**src/rtl/dmem_arbiter_pkg.sv**
```systemverilog
// Shared types and defaults for the data-memory arbiter.
// Latency: none (declarations only).
// Backpressure: none (declarations only).
package dmem_arb_pkg;

  localparam int DEF_ADDR_W   = 32;
  localparam int DEF_DATA_W   = 32;
  localparam int DEF_MAX_WAIT = 4;

  // One-hot style encoding so each rvalid decodes from a single flop bit.
  typedef enum logic [1:0] {
    OWN_NONE = 2'b00,
    OWN_CPU  = 2'b01,
    OWN_EXT  = 2'b10
  } owner_e;

  // Which port owns the read data returning next cycle; writes return nothing.
  function automatic owner_e next_owner(input logic cpu_rd, input logic ext_rd);
    if (cpu_rd) begin
      return OWN_CPU;
    end
    if (ext_rd) begin
      return OWN_EXT;
    end
    return OWN_NONE;
  endfunction

endpackage

```
**src/rtl/dmem_arbiter_if.sv**
```systemverilog
// Bundle of CPU, external-requester and memory-side signals around the arbiter.
// Latency: n/a (wiring only); slave = arbiter view, master = requesters plus memory.
// Backpressure: cpu_stall / ext_gnt carry the arbitration result back to requesters.
interface dmem_arbiter_if import dmem_arb_pkg::*; #(
  parameter int ADDR_W = DEF_ADDR_W,
  parameter int DATA_W = DEF_DATA_W
) ();

  // CPU (MEM stage) port
  logic              cpu_req;
  logic              cpu_we;
  logic [ADDR_W-1:0] cpu_addr;
  logic [DATA_W-1:0] cpu_wdata;
  logic              cpu_stall;
  logic              cpu_rvalid;
  logic [DATA_W-1:0] cpu_rdata;

  // External (debug loader / DMA) port
  logic              ext_req;
  logic              ext_we;
  logic [ADDR_W-1:0] ext_addr;
  logic [DATA_W-1:0] ext_wdata;
  logic              ext_gnt;
  logic              ext_rvalid;
  logic [DATA_W-1:0] ext_rdata;

  // Single-ported data memory
  logic              mem_en;
  logic              mem_we;
  logic [ADDR_W-1:0] mem_addr;
  logic [DATA_W-1:0] mem_wdata;
  logic [DATA_W-1:0] mem_rdata;

  modport slave (
    input  cpu_req, cpu_we, cpu_addr, cpu_wdata,
    output cpu_stall, cpu_rvalid, cpu_rdata,
    input  ext_req, ext_we, ext_addr, ext_wdata,
    output ext_gnt, ext_rvalid, ext_rdata,
    output mem_en, mem_we, mem_addr, mem_wdata,
    input  mem_rdata
  );

  modport master (
    output cpu_req, cpu_we, cpu_addr, cpu_wdata,
    input  cpu_stall, cpu_rvalid, cpu_rdata,
    output ext_req, ext_we, ext_addr, ext_wdata,
    input  ext_gnt, ext_rvalid, ext_rdata,
    input  mem_en, mem_we, mem_addr, mem_wdata,
    output mem_rdata
  );

endinterface

```
**src/rtl/dmem_arbiter_starve_ctr.sv**
```systemverilog
// Saturating count of consecutive cycles the external port lost arbitration.
// Latency: expired reflects the registered count, so it is valid at cycle start.
// Backpressure: none; clr wins over inc, count holds at MAX_WAIT and never wraps.
module dmem_starve_ctr import dmem_arb_pkg::*; #(
  parameter int MAX_WAIT = DEF_MAX_WAIT
) (
  input  logic clk,
  input  logic reset,
  input  logic inc,
  input  logic clr,
  output logic expired
);

  localparam int               CNT_W   = $clog2(MAX_WAIT + 1);
  localparam logic [CNT_W-1:0] CNT_MAX = CNT_W'(MAX_WAIT);

  logic [CNT_W-1:0] wait_cnt;

  // Count lost cycles, saturating; any grant or dropped request restarts the count.
  always_ff @(posedge clk or posedge reset) begin
    if (reset) begin
      wait_cnt <= '0;
    end else if (clr) begin
      wait_cnt <= '0;
    end else if (inc && (wait_cnt != CNT_MAX)) begin
      wait_cnt <= wait_cnt + CNT_W'(1);
    end
  end

  assign expired = (wait_cnt == CNT_MAX);

endmodule

```
**src/rtl/dmem_arbiter.sv**
```systemverilog
// Shares one single-ported data memory between the CPU MEM stage and an external port.
// Latency: issue is combinational in the request cycle; read data returns 1 cycle later.
// Backpressure: CPU wins ties and gets cpu_stall when it loses; ext_req is held until ext_gnt.
// Optional DMEM_ARB_STARVE_EN: forces an external grant after MAX_WAIT lost cycles.
module dmem_arbiter import dmem_arb_pkg::*; #(
  parameter int ADDR_W   = DEF_ADDR_W,
  parameter int DATA_W   = DEF_DATA_W,
  parameter int MAX_WAIT = DEF_MAX_WAIT
) (
  input  logic           clk,
  input  logic           reset,
  dmem_arbiter_if.slave  bus
);

  logic              cpu_sel;
  logic              ext_sel;
  logic              expired;
  logic              sel_we;
  logic [ADDR_W-1:0] sel_addr;
  logic [DATA_W-1:0] sel_wdata;
  owner_e            owner;

  // A zero wait budget would let the external port override the CPU every cycle.
  if (MAX_WAIT < 1) begin : g_bad_max_wait
    $error("dmem_arbiter: MAX_WAIT must be at least 1");
  end

`ifdef DMEM_ARB_STARVE_EN
  logic wait_inc;
  logic wait_clr;

  // The counter only advances while the external port is asking and losing.
  assign wait_inc = bus.ext_req & ~ext_sel;
  assign wait_clr = ext_sel | ~bus.ext_req;

  dmem_starve_ctr #(
    .MAX_WAIT (MAX_WAIT)
  ) u_starve_ctr (
    .clk     (clk),
    .reset   (reset),
    .inc     (wait_inc),
    .clr     (wait_clr),
    .expired (expired)
  );
`else
  // Strict CPU priority: the external port can wait forever.
  assign expired = 1'b0;
`endif

  // Pick the issuing port: CPU wins ties unless the external port has waited too long.
  always_comb begin
    ext_sel = bus.ext_req & (~bus.cpu_req | expired);
    cpu_sel = bus.cpu_req & ~ext_sel;
  end

  // Steer the selected port's command onto the memory; idle cycles default to the CPU fields.
  always_comb begin
    sel_we    = bus.cpu_we;
    sel_addr  = bus.cpu_addr;
    sel_wdata = bus.cpu_wdata;
    if (ext_sel) begin
      sel_we    = bus.ext_we;
      sel_addr  = bus.ext_addr;
      sel_wdata = bus.ext_wdata;
    end
  end

  assign bus.mem_en    = cpu_sel | ext_sel;
  assign bus.mem_we    = bus.mem_en & sel_we;
  assign bus.mem_addr  = sel_addr;
  assign bus.mem_wdata = sel_wdata;

  assign bus.ext_gnt   = ext_sel;
  assign bus.cpu_stall = bus.cpu_req & ~cpu_sel;

  // Remember which port issued a read so its data is flagged on the next cycle.
  always_ff @(posedge clk or posedge reset) begin
    if (reset) begin
      owner <= OWN_NONE;
    end else begin
      owner <= next_owner(cpu_sel & ~bus.cpu_we, ext_sel & ~bus.ext_we);
    end
  end

  // Each rvalid is a single bit of the owner register; both data buses see the memory directly.
  assign bus.cpu_rvalid = (owner == OWN_CPU);
  assign bus.ext_rvalid = (owner == OWN_EXT);
  assign bus.cpu_rdata  = bus.mem_rdata;
  assign bus.ext_rdata  = bus.mem_rdata;

endmodule

```
**src/flat_wrapper.sv**
```systemverilog
// flat-port wrapper written by rule: the top's interface ports become plain ports
module dmem_arbiter_flat import dmem_arb_pkg::*;
#(
  parameter int ADDR_W   = DEF_ADDR_W,
  parameter int DATA_W   = DEF_DATA_W,
  parameter int MAX_WAIT = DEF_MAX_WAIT
)
  (clk, reset, bus_cpu_req, bus_cpu_we, bus_cpu_addr, bus_cpu_wdata, bus_cpu_stall, bus_cpu_rvalid, bus_cpu_rdata, bus_ext_req, bus_ext_we, bus_ext_addr, bus_ext_wdata, bus_ext_gnt, bus_ext_rvalid, bus_ext_rdata, bus_mem_en, bus_mem_we, bus_mem_addr, bus_mem_wdata, bus_mem_rdata);
  dmem_arbiter_if #(.ADDR_W(ADDR_W), .DATA_W(DATA_W)) bus_i ();
  input  logic clk;
  input  logic reset;
  input wire logic [$bits(bus_i.cpu_req)-1:0] bus_cpu_req;
  input wire logic [$bits(bus_i.cpu_we)-1:0] bus_cpu_we;
  input wire logic [$bits(bus_i.cpu_addr)-1:0] bus_cpu_addr;
  input wire logic [$bits(bus_i.cpu_wdata)-1:0] bus_cpu_wdata;
  output wire logic [$bits(bus_i.cpu_stall)-1:0] bus_cpu_stall;
  output wire logic [$bits(bus_i.cpu_rvalid)-1:0] bus_cpu_rvalid;
  output wire logic [$bits(bus_i.cpu_rdata)-1:0] bus_cpu_rdata;
  input wire logic [$bits(bus_i.ext_req)-1:0] bus_ext_req;
  input wire logic [$bits(bus_i.ext_we)-1:0] bus_ext_we;
  input wire logic [$bits(bus_i.ext_addr)-1:0] bus_ext_addr;
  input wire logic [$bits(bus_i.ext_wdata)-1:0] bus_ext_wdata;
  output wire logic [$bits(bus_i.ext_gnt)-1:0] bus_ext_gnt;
  output wire logic [$bits(bus_i.ext_rvalid)-1:0] bus_ext_rvalid;
  output wire logic [$bits(bus_i.ext_rdata)-1:0] bus_ext_rdata;
  output wire logic [$bits(bus_i.mem_en)-1:0] bus_mem_en;
  output wire logic [$bits(bus_i.mem_we)-1:0] bus_mem_we;
  output wire logic [$bits(bus_i.mem_addr)-1:0] bus_mem_addr;
  output wire logic [$bits(bus_i.mem_wdata)-1:0] bus_mem_wdata;
  input wire logic [$bits(bus_i.mem_rdata)-1:0] bus_mem_rdata;
  assign bus_i.cpu_req = bus_cpu_req;
  assign bus_i.cpu_we = bus_cpu_we;
  assign bus_i.cpu_addr = bus_cpu_addr;
  assign bus_i.cpu_wdata = bus_cpu_wdata;
  assign bus_cpu_stall = bus_i.cpu_stall;
  assign bus_cpu_rvalid = bus_i.cpu_rvalid;
  assign bus_cpu_rdata = bus_i.cpu_rdata;
  assign bus_i.ext_req = bus_ext_req;
  assign bus_i.ext_we = bus_ext_we;
  assign bus_i.ext_addr = bus_ext_addr;
  assign bus_i.ext_wdata = bus_ext_wdata;
  assign bus_ext_gnt = bus_i.ext_gnt;
  assign bus_ext_rvalid = bus_i.ext_rvalid;
  assign bus_ext_rdata = bus_i.ext_rdata;
  assign bus_mem_en = bus_i.mem_en;
  assign bus_mem_we = bus_i.mem_we;
  assign bus_mem_addr = bus_i.mem_addr;
  assign bus_mem_wdata = bus_i.mem_wdata;
  assign bus_i.mem_rdata = bus_mem_rdata;
  dmem_arbiter #(.ADDR_W(ADDR_W), .DATA_W(DATA_W), .MAX_WAIT(MAX_WAIT)) u_core (.clk(clk), .reset(reset), .bus(bus_i));
endmodule
```
**config.mk**
```make
export PLATFORM = sky130hd
export DESIGN_NAME = dmem_arbiter_flat
export DESIGN_NICKNAME = d
export VERILOG_FILES = /design/src/rtl/dmem_arbiter_pkg.sv /design/src/rtl/dmem_arbiter_if.sv /design/src/rtl/dmem_arbiter_starve_ctr.sv /design/src/rtl/dmem_arbiter.sv /design/src/flat_wrapper.sv
export SDC_FILE = /design/constraint.sdc
export NUM_CORES = 1
export LEC_CHECK = 0
export CAP_MARGIN = 30
export CELL_PAD_IN_SITES_DETAIL_PLACEMENT = 0
export CELL_PAD_IN_SITES_GLOBAL_PLACEMENT = 1
export CORE_MARGIN = 1.5
export CORE_UTILIZATION = 11
export DETAILED_ROUTE_END_ITERATION = 10
export PLACE_DENSITY_LB_ADDON = 0.12
export SETUP_SLACK_MARGIN = 0.05
export SLEW_MARGIN = 20
export SYNTH_ARGS = -nofsm -noshare
export SYNTH_HDL_FRONTEND = slang
export SYNTH_SLANG_ARGS = --single-unit
```
**constraint.sdc**
```tcl
create_clock -name clk -period 0.98 [get_ports clk]
set_input_delay 0.098 -clock clk [delete_from_list [all_inputs] [get_ports clk]]
set_output_delay 0.098 -clock clk [all_outputs]
set_load 0.005 [all_outputs]
```
==> flow_summary.toml, run 1 <==
[global_routing]
grt_pass1_vias = 1660
grt_max_degree = 10
grt.overflow.total = 0
grt_usage = 0.0768
grt_antenna_before_repair = 0
grt_pass1_wl_um = 8600

[pwr]
p_per_area_mw_per_mm2 = 620
power_leakage_nw = 1.63
p_total_mw = 2.22
ir_drop_v = 0.000345

[placement]
gp_congestion = 0.621
hpwl_um = 4940
port_buffers = 202
placed_cells = 464

[final_layout]
area_growth_pct = 134
num-fill-cells = 1441
stdcell_count = 481
n_antenna_cell = 0
top_register = "u_core.owner"
layout.nets = 473
largest_register_ff_count = 2
drive_gt1_frac = 0.541
layout_top_registers = "u_core.owner (2)"
final_core_util = 0.267

[clock_tree]
clock-root-buffer = "clkbuf_16"
clock_path_buffers = 2
path_clk_slew_ns = 0.03
htreeDepth = 1
cts_made_buffers = 3
cts.sinks = 2
cts_tree = "yes"

[outcome]
violations = "setup timing"
status = "finished, violations left"

[sta]
final-setup-viol-count = 67
hold_viol = 0
timing.final.ws_setup_ns = -0.281
fmax_mhz = 793
post-route-period-util = 1.29
period_needed_ns = 1.26
final_max_slew_viol_count = 0
rsz0062_at_grt = "true"

[yosys]
yosysUniqueCellTypes = 14
async_flop_share = 1.00
synth_fp_nets = 314
syn_inst = 148
synth_edf_count = 0
yosysTopAreaCellShare = 0.373
post_synth.cell_area_avg_sq_um = 10.3
yosys.area.top_type = "mux2_4"
syn_area_sq_mm = 0.00153
yosysWarnings = 0
ys_seq_elements = 2
ys.flop_type = "dfrtp_1"
ys_top_cells_by_area = "mux2_4 (37%), buf_4 (32%), mux2_2 (19%)"
synth_seq_area_share = 0.0327

[drt]
drt_iter0_markers = 3
drt-total-wl_um = 6130
post_drt_via_cell_ratio = 3.36
ant_nets = 0
drc = 0
wl_per_cell_um = 12.7
first_pass_iters = 2
routed-via-count = 1614

[floorplan]
io-pin-count = 300
die-area_sq_mm = 0.0146
fp.dieW_um = 121
die_height_um = 121
core_sq_mm = 0.0134
start_util = 0.114
fp-row-count = 42

[worst_setup_path]
arrival_ns = 1.16
worstSetupEndpoint = "bus_mem_wdata[0]"
cp_max_fo = 7
crit_start = "bus_cpu_req"
critPathKind = "primary input to output pin"
endpoint_kind = "output pin"
cp.required_ns = 0.88
start_kind = "primary input"

[flow_run]
max_cap_violations = 0

[hold_path]
hp-class = "primary input to async pin"
-- how the worst min path moves through the flow --
stage,to,slack (ns),depth (start not counted)
after floorplan,u_core.owner[0]$_DFF_PP0_,-0.16,1
after global placement,bus_cpu_rdata[16],0.20,0
after detailed placement,bus_cpu_rdata[16],0.20,0
after CTS,u_core.owner[1]$_DFF_PP0_,0.04,2
after global routing,u_core.owner[0]$_DFF_PP0_,0.06,2
final,u_core.owner[0]$_DFF_PP0_,0.04,2
-- worst max-delay path, cell delays in order --
cell	delay, ns
buf_6	0.09
nand2b_4	0.14
buf_12	0.14
buf_4	0.14
buf_16	0.13
mux2_4	0.29
buf_6	0.11
-- power breakdown --
group	total, mW	switching [mW]	internal, mW
Clock	0.615	0.0960	0.519
Combinational	1.51	0.370	1.14
Sequential	0.0889	0.00194	0.0869
-- placed cells by master (no fill, tap or decap) --
master / netlist / final
clkdlybuf4s50_1: 0 / 131
buf_6: 5 / 49
mux2_4: 38 / 41
buf_2: 2 / 25
mux2_2: 26 / 23
buf_4: 65 / 9
buf_12: 0 / 5
clkbuf_16: 0 / 4
nor2b_1: 3 / 2
buf_16: 0 / 2
buf_8: 0 / 2
dfrtp_1: 2 / 2
nand2b_4: 1 / 1
inv_2: 1 / 1
nor2b_4: 0 / 1
or2_2: 1 / 1
a22o_1: 1 / 1
nor2_1: 1 / 1
inv_1: 1 / 1
conb_1: 1 / 1
clkdlybuf4s15_2: 0 / 1
clkdlybuf4s15_1: 0 / 1
-- cells in the mapped netlist, types with 2 or more instances --
cell type and count:
buf_6 5, buf_2 2, mux2_4 38, nor2b_1 3
buf_4 65, mux2_2 26, dfrtp_1 2
-- metrics by stage --
stage | setup TNS, ns | worst slack, ns | hold slack (ns) | cell area, sq um
final | -11.57 | -0.281 | 0.0367 | 3580
after detailed placement | -57.97 | -0.907 | 0.196 | 3320
after floorplan | 0 | 0.0689 | -0.161 | 1530
after global routing | -13.39 | -0.305 | 0.0583 | 3580
after CTS | -15.45 | -0.296 | 0.0405 | 3650
after global placement | -58.06 | -0.898 | 0.196 | 3320
-- routing by layer --
metal / part of all wire / track usage / wire, um / up-vias
li1: - / - / - / 753
met1: 0.33 / 0.0770 / 2030 / 703
met2: 0.53 / 0.149 / 3270 / 148
met3: 0.13 / 0.0235 / 779 / 10
met4: 0.0073 / 0.0250 / 45 / 0
met5: 0 / 0 / 0 / -
-- layout make-up --
type                    count  area (sq um)  area share
clock buffers               3          75.1      0.0210
inverters                   2          7.51     0.00210
multi-input cells          72           937       0.262
flip-flops and latches      2          50.0      0.0140
well taps                 176           220      0.0616
repair buffers            226          2290       0.639
-- repair_timing --
action / in CTS / in global routing
setup endpoints to repair: 69 / 68
buffers inserted: 15 / 2
hold buffers: 0 / 0
gates resized for setup: 340 / 10
gates cloned: 4 / 1
-- logic make-up after synthesis --
| family | count (synthesis) | synth area share |
|---|---|---|
| multiplexers | 64 | 0.564 |
| AO/OA/AOI/OAI | 1 | 0.00572 |
| buffers and inverters | 74 | 0.367 |
| flip-flops | 2 | 0.0327 |
| AND/OR/NAND/NOR | 6 | 0.0278 |
| other | 1 | 0.00245 |
(Power assumes the default switching activity.)
==> run 2, diff against run 1 <==
==> constraint.sdc (replaced) <==
create_clock -name clk -period 0.98 [get_ports clk]
set_input_delay 0.147 -clock clk [delete_from_list [all_inputs] [get_ports clk]]
set_output_delay 0.147 -clock clk [all_outputs]
set_load 0.005 [all_outputs]
==> run 2 against run 1 <==
Effect of this change: the flow still finishes with violations (setup timing); combinational power rose by 3%; sequential cell count did not move; sequential power fell by 0.7%; routed wire length fell by 0.99%; count of clock-buffer cells in the layout did not move; critical path depth did not move; via count fell by 0.81%.
==> flow_summary.toml, run 2 (same netlist as run 1, synthesis figures left out) <==
[outcome]
status = "finished, violations left"
violations = "setup timing"

[floorplan]
die_height_um = 121
fp-row-count = 42
fp.dieW_um = 121
start_util = 0.114
die-area_sq_mm = 0.0146
io-pin-count = 300
core_sq_mm = 0.0134

[placement]
port_buffers = 202
gp_congestion = 0.678
hpwl_um = 4950

[flow_run]
max_cap_violations = 0

[drt]
routed-via-count = 1601
drt_iter0_markers = 6
wl_per_cell_um = 12.7
drc = 0
drt-total-wl_um = 6070
post_drt_via_cell_ratio = 3.34
ant_nets = 0
first_pass_iters = 3

[worst_setup_path]
cp.required_ns = 0.83
cp_cell_sequence = "buf_6, nand2b_4, buf_12, buf_16, buf_6, mux2_4, buf_6"
crit_start = "bus_cpu_req"
cp_max_fo = 5
crit_path_top_delay_cell = "mux2_4"
crit_top_cell = "buf_6"
endpoint_kind = "output pin"
start_kind = "primary input"
critPathKind = "primary input to output pin"
critPathMaxStageDelay_ns = 0.29
arrival_ns = 1.22
worstSetupEndpoint = "bus_mem_addr[5]"

[final_layout]
layout_top_registers = "u_core.owner (2)"
final_common_cell = "clkdlybuf4s50_1"
largest_register_ff_count = 2
n_antenna_cell = 0
final_core_util = 0.270
top_register = "u_core.owner"
drive_gt1_frac = 0.538
area_growth_pct = 136
layout.nets = 471
layout_common_cells = "clkdlybuf4s50_1 (131), buf_6 (63), mux2_4 (43)"

[clock_tree]
clock-root-buffer = "clkbuf_16"
hold_buffers = 0
path_clk_slew_ns = 0.03
cts_tree = "yes"
htreeDepth = 1
cts_made_buffers = 3
clock_path_buffers = 2
cts.sinks = 2

[pwr]
p_total_mw = 2.25
p_per_area_mw_per_mm2 = 623
power_leakage_nw = 1.65
ir_drop_v = 0.000391

[sta]
timing.final.ws_setup_ns = -0.385
hold_viol = 0
final-setup-viol-count = 66
fmax_mhz = 732
rsz0062_at_grt = "true"
period_needed_ns = 1.37
post-route-period-util = 1.39
final_max_slew_viol_count = 0

[global_routing]
grt-busiest-layer = "met2"
grt_util_met3 = 0.0310
grt_antenna_before_repair = 0
grt_pass1_vias = 1691
grt_usage = 0.0738
grt.overflow.total = 0
use_met1 = 0.0634
grt_max_degree = 9
grt_util_met2 = 0.151
grt_pass1_wl_um = 8520

[hold_path]
hp-class = "primary input to async pin"
run 2: changes by cell type in the layout (fill, tap and decap cells not counted), moves of 2 or more:
cell | previous run | this run
buf_6 | 49 | 63
buf_2 | 25 | 18
buf_4 | 9 | 2
buf_12 | 5 | 7
mux2_2 | 23 | 21
mux2_4 | 41 | 43
run 2: final cells by class:
class,count,area (sq um)
inverters,2,10.0
multi-input cells,72,937
fillers,1442,9780
flip-flops and latches,2,50.0
repair buffers,224,2320
clock buffers,3,75.1
well taps,176,220
run 2: routing by layer:
layer | vias up | wire length [um]
met1 | 700 | 1790
met4 | 0 | 68
met2 | 143 | 3220
met5 | - | 0
met3 | 10 | 998
li1 | 748 | -
run 2: timing repair:
action                                  4_1_cts  5_1_grt
buffers inserted                             16        0
endpoints found under the setup margin       70       69
cloned                                        3        0
gates resized for setup                     349       22
run 2: worst min-delay path by stage:
stage	startpoint	to	depth (start not counted)
after CTS	reset	u_core.owner[0]$_DFF_PP0_	2
final	reset	u_core.owner[1]$_DFF_PP0_	2
after global routing	reset	u_core.owner[0]$_DFF_PP0_	2
after global placement	bus_mem_rdata[23]	bus_cpu_rdata[23]	0
after detailed placement	bus_mem_rdata[23]	bus_cpu_rdata[23]	0
after floorplan	reset	u_core.owner[0]$_DFF_PP0_	1
run 2: critical path, delay by kind of cell:
family | cells | cell delay [ns]
buffers and inverters | 5 | 0.60
muxes | 1 | 0.29
and+or+nand+nor | 1 | 0.17
run 2: power by group:
group	internal [mW]	switching [mW]
sequential	0.0869	0.00137
clock	0.519	0.0888
combinational	1.18	0.379
total	1.78	0.469
run 2: through the flow:
step / hold WS, ns / TNS, ns / cell area [sq um] / std cells / worst slack [ns]
after detailed placement: 0.294 / -65.93 / 3320 / 463 / -1.03
after CTS: 0.0971 / -23.18 / 3610 / 485 / -0.489
after global placement: 0.294 / -65.71 / 3320 / 463 / -1.02
after floorplan: -0.112 / -1.02 / 1550 / 148 / -0.0277
after global routing: 0.114 / -21.01 / 3620 / 479 / -0.424
final: 0.0911 / -18.72 / 3620 / 479 / -0.385
